--- config.mk ---
export PLATFORM = sky130hd
export DESIGN_NAME = counter_sched
export DESIGN_NICKNAME = d
export VERILOG_FILES = /design/src/rtl/counter_sched.sv
export SDC_FILE = /design/constraint.sdc
export NUM_CORES = 1
export LEC_CHECK = 0
export CAP_MARGIN = 20
export CORE_AREA = 2 2 70 72
export CTS_CLUSTER_SIZE = 40
export DETAILED_ROUTE_END_ITERATION = 7
export DIE_AREA = 0 0 72 74
export GPL_TIMING_DRIVEN = 0
export PLACE_DENSITY = 0.63
export SETUP_SLACK_MARGIN = 0.5
export SLEW_MARGIN = 25
export SYNTH_ARGS = -nofsm -noshare
export SYNTH_HDL_FRONTEND = slang
export SYNTH_SLANG_ARGS = --single-unit
--- constraint.sdc ---
create_clock -name clk_i -period 2.02 [get_ports clk_i]
set_input_delay 0.505 -clock clk_i [delete_from_list [all_inputs] [get_ports clk_i]]
set_output_delay 0.505 -clock clk_i [all_outputs]
set_load 0.05 [all_outputs]
--- src/rtl/counter_sched.sv ---
// counter_sched: sequencing controller for a free-running counter.
// Holds the counter cleared through its synchronous clear outside RUN, watches
// count_i against a period latched at start, emits one tick per completed
// period and stops after a programmed number of periods (0 = run forever).
module counter_sched #(
  parameter int unsigned BW = 4,
  parameter int unsigned PW = 8
) (
  input  logic          clk_i,
  input  logic          nrst_i,
  input  logic          start_i,
  input  logic          stop_i,
  input  logic [BW-1:0] period_i,
  input  logic [PW-1:0] reps_i,
  input  logic [BW-1:0] count_i,
  output logic          cntNrstSync_o,
  output logic          tick_o,
  output logic          busy_o,
  output logic          done_o,
  output logic [PW-1:0] periods_o
);

  typedef enum logic [1:0] {
    StIdle,
    StArm,
    StRun,
    StDone
  } state_e;

  state_e        state_q, state_d;
  logic [BW-1:0] period_q, period_d;
  logic [PW-1:0] reps_q, reps_d;
  logic [PW-1:0] periods_q, periods_d;

  logic          match;
  logic          in_run;
  logic [PW-1:0] periods_inc;
  logic          last_period;

  // Terminal-count compare and period bookkeeping shared by next-state and outputs.
  always_comb begin
    match       = (count_i == period_q);
    in_run      = (state_q == StRun);
    periods_inc = periods_q + PW'(1);
    // reps_q == 0 selects continuous mode, so it never ends a run.
    last_period = (reps_q != '0) && (periods_inc == reps_q);
  end

  // Next-state logic and latching of the run configuration.
  always_comb begin
    state_d   = state_q;
    period_d  = period_q;
    reps_d    = reps_q;
    periods_d = periods_q;
    unique case (state_q)
      StIdle: begin
        if (start_i) begin
          period_d  = period_i;
          reps_d    = reps_i;
          periods_d = '0;
          state_d   = StArm;
        end
      end
      StArm: begin
        // One cycle with the clear held guarantees the counter enters RUN at 0.
        state_d = stop_i ? StIdle : StRun;
      end
      StRun: begin
        // A match still counts when stop coincides with it; stop only wins the transition.
        if (match) begin
          periods_d = periods_inc;
        end
        if (stop_i) begin
          state_d = StIdle;
        end else if (match && last_period) begin
          state_d = StDone;
        end
      end
      StDone: begin
        // start_i is deliberately ignored here; a held start is taken in the next IDLE.
        state_d = StIdle;
      end
      default: begin
        state_d = StIdle;
      end
    endcase
  end

  // State and configuration registers, cleared asynchronously.
  always_ff @(posedge clk_i or negedge nrst_i) begin
    if (!nrst_i) begin
      state_q   <= StIdle;
      period_q  <= '0;
      reps_q    <= '0;
      periods_q <= '0;
    end else begin
      state_q   <= state_d;
      period_q  <= period_d;
      reps_q    <= reps_d;
      periods_q <= periods_d;
    end
  end

  // Output decode: the counter runs only in RUN and is cleared on the match edge,
  // which also covers the all-ones period where clear and natural wrap coincide.
  always_comb begin
    cntNrstSync_o = in_run && !match;
    tick_o        = in_run && match;
    busy_o        = (state_q != StIdle);
    done_o        = (state_q == StDone);
    periods_o     = periods_q;
  end

endmodule

==> results by group <==
Clocking
  – Clock transition at path regs: 0.09 ns
  – Num Clock Sinks: 22
  – Root buf cell: clkbuf_8
  – Hold_buf cts: 0
  – Cts bufs inserted: 3
  – Longest Clk Path Bufs: 2
  – Worst-skew pair later-pin latency: between 0.2 and 0.3 ns
  – CTS tree: yes
  – Depth of the CTS H-tree: 1

Power and ir drop
  – Max VDD drop: 0.348 mV
  – P_leak: 0.955 nW
  – Switch share: a little under a third
  – Internal Power: 0.987 mW
  – Combinational share of power: around 30%
  – Net Sw Power: 0.437 mW
  – Seq pwr share: 40.7%
  – Overall power: roughly 1.4 mW
  – PwrDens: 658 mW/mm^2
  – Clk network pwr share: 29.3%

STA
  – Number of hold violations in the final report: 0
  – PnR worst setup slack: -0.0252 ns
  – RSZ-0062 raised after global routing: yes
  – Slew @ Worst Pin: about 0.50 ns
  – Peak Freq: 0.489 GHz
  – Final Slew Violations: 0
  – Worst hold slack: 0.196 ns
  – TNS Setup: -0.0252 ns
  – Final Setup Violations: 1
  – Final clock skew: 0.00345 ns
  – Crit share post-route: 101%
  – Slew margin rel.: between 60% and 70%
  – Crit path time final: 2.05 ns

Routing
  – DRT iter0 DRCs: 32
  – Wirelength per Cell: 13.5 um
  – Drt via density: 4.86
  – Routed via count: between 1000 and 1500
  – Antenna-violating nets left: 0
  – First-pass iteration count of the detailed router: 4
  – Total Routed Length: 3450 um
  – Number of remaining DRC errors: 0

Logic synthesis
  – Commonest register cell after synthesis: dfrtp_1
  – Register bit total from synthesis: 22
  – Number of enable flip-flop cells after synthesis: 0
  – Avg Cell Area, Syn: 8.93 sq um
  – Synthesized Nets: 171
  – Fraction of registers with async set/reset: 100%
  – Synth Instances: 150
  – Library cells used by synthesis: between 40 and 50
  – YS warnings: 0
  – Synthesized cell area: 0.00134 sq mm
  – Sequential element share of the synthesized area: 41.1%

Cells and area
  – # fillers: 440
  – Most frequent cells in the layout: nand2_1, buf_4, clkdlybuf4s50_1
  – Final Cell Area: 0.00216 sq mm
  – Layout cells sized above 1: 45.8%
  – Area of the multi-input gates: a little over 900 sq um
  – Non-Filler Instances: around 260
  – Final Net Count: 223
  – N_diodes: 0
  – Most common cell after layout, fill and taps aside: nand2_1
  – Register area: 564 sq um
  – Area growth, synth to finish: 61.5%

Critical path
  – CP Max Fanout: 2
  – CP max-delay cell: or2_1
  – Worst setup SP type: input port
  – Critical path endpoint category: primary output
  – Minimum setup slack among reg-to-reg paths: 0.26 ns
  – Critical path class: input port to primary output
  – Critical Path AT: 1.54 ns
  – CP max stage delay: 0.24 ns
  – CP Cell Sequence: clkdlybuf4s15_2 -> xnor2_2 -> nand4_1 -> or2_1 -> buf_6 -> clkinv_8 -> buf_12
  – Critical path data required time: 1.51 ns
  – R2R depth: 9

Floorplan
  – Row cnt: 25
  – DIE WIDTH: 72 um
  – Core ar.: 0.00460 sq mm
  – Starting Density: 29.1%
  – Area of the die: 0.00533 sq mm
  – Die height: 74 um
  – Num ports: 32

Placement
  – Post-DP Area: ~0.0018 sq mm
  – Gp weighted congestion: between 0.8 and 0.9
  – PortBufs: 31
  – DP Wirelength: 2320 um
  – Placed cell count: 235

Run status
  – Status: complete, but fails checks
  – Violated checks: negative setup slack

Flow run
  – Max-cap viol count: 0

Global routing
  – Largest net degree at the start of global routing: 23
  – Via count of the first global-routing pass: 1210
  – Total global routing overflow: 0
  – Global-route wire length before repair: 5750 um
  – Total GRT Usage: between 10% and 20%
  – Antenna violations before repair: 0

Worst hold path
  – Hold Path Class: input port to async pin
[path summary, 6_finish.rpt]
check / from / to
worst min register to register: reps_q[0] / reps_q[0]
worst max-delay path: count_i[2] / tick_o
max in group asynchronous: nrst_i / period_q[0]
worst max register to register: period_q[0] / periods_o[3]
worst min-delay path: nrst_i / periods_o[6]
min in group clk_i: reps_q[0] / reps_q[0]
[area by class of cell]
class | instances | area share, %
clock inverters | 1 | 1.39
clock buffers | 3 | 1.91
well taps | 54 | 3.12
inverters | 3 | 1.10
repair buffers | 47 | 19.8
multi-input cells | 118 | 43.1
flip-flops and latches | 22 | 26.1
plain buffers | 7 | 3.53
[power by group through the flow]
stage / Clock (mW) / Sequential, mW / Combinational (mW)
CTS: 0.428 / 0.583 / 0.392
finish: 0.417 / 0.580 / 0.428
global placement: 0 / 0.585 / 0.348
floorplan: 0 / 0.577 / 0.244
detailed placement: 0 / 0.586 / 0.353
global route: 0.442 / 0.591 / 0.466
[worst max-delay path, delay by kind of cell]
family                 cells  cell delay [ns]
XOR/XNOR                   1             0.15
buffers and inverters      4             0.50
AND/OR/NAND/NOR            2             0.38
[synth_stat cells (all sizes together), types with 3 or more instances]
cell type	number	share of area [%]
nand2	41	11
xnor2	11	7.2
o21ai	7	2.6
xor2	3	2.0
nor3	4	1.5
dfrtp	22	41
nand2b	3	1.4
nor2	7	2.0
nand3	7	3.5
a22o	3	2.1
buf	6	5.0
[per-stage QoR]
stage	util (%)	worst slack [ns]
floorplan	-	0.303
global placement	39.5	-1.12
detailed placement	39.4	-1.13
CTS	44.5	-0.0541
global route	47.1	-0.0770
finish	47.1	-0.0252
[what timing repair did]
item	4_1_cts	5_1_grt
setup buffers	12	4
setup endpoints to repair	27	17
resized for setup	120	22
pin swaps	17	11
[state kept, by name, indices dropped and copies added, names as in the netlist]
register	count
periods_o	8
reps_q	8
period_q	4
state_q	2
[cells by family after synthesis]
kind of cell / count (synthesis) / synth area share [%]
buffers and inverters: 10 / 6.16
XOR/XNOR: 14 / 9.15
AND/OR/NAND/NOR: 76 / 27.7
multiplexers: 1 / 0.840
flip-flops: 22 / 41.1
adder cells (fa/ha/maj): 1 / 0.934
AO/OA/AOI/OAI: 26 / 14.1
[routing by layer]
layer	global-route usage (%)	share of wire [%]	up-vias
li1	-	-	622
met1	18.7	45	595
met2	23.5	51	23
met3	2.44	3.5	0
met4	2.52	0	0
met5	0	0	-
Power figures use the tool's default switching activity.
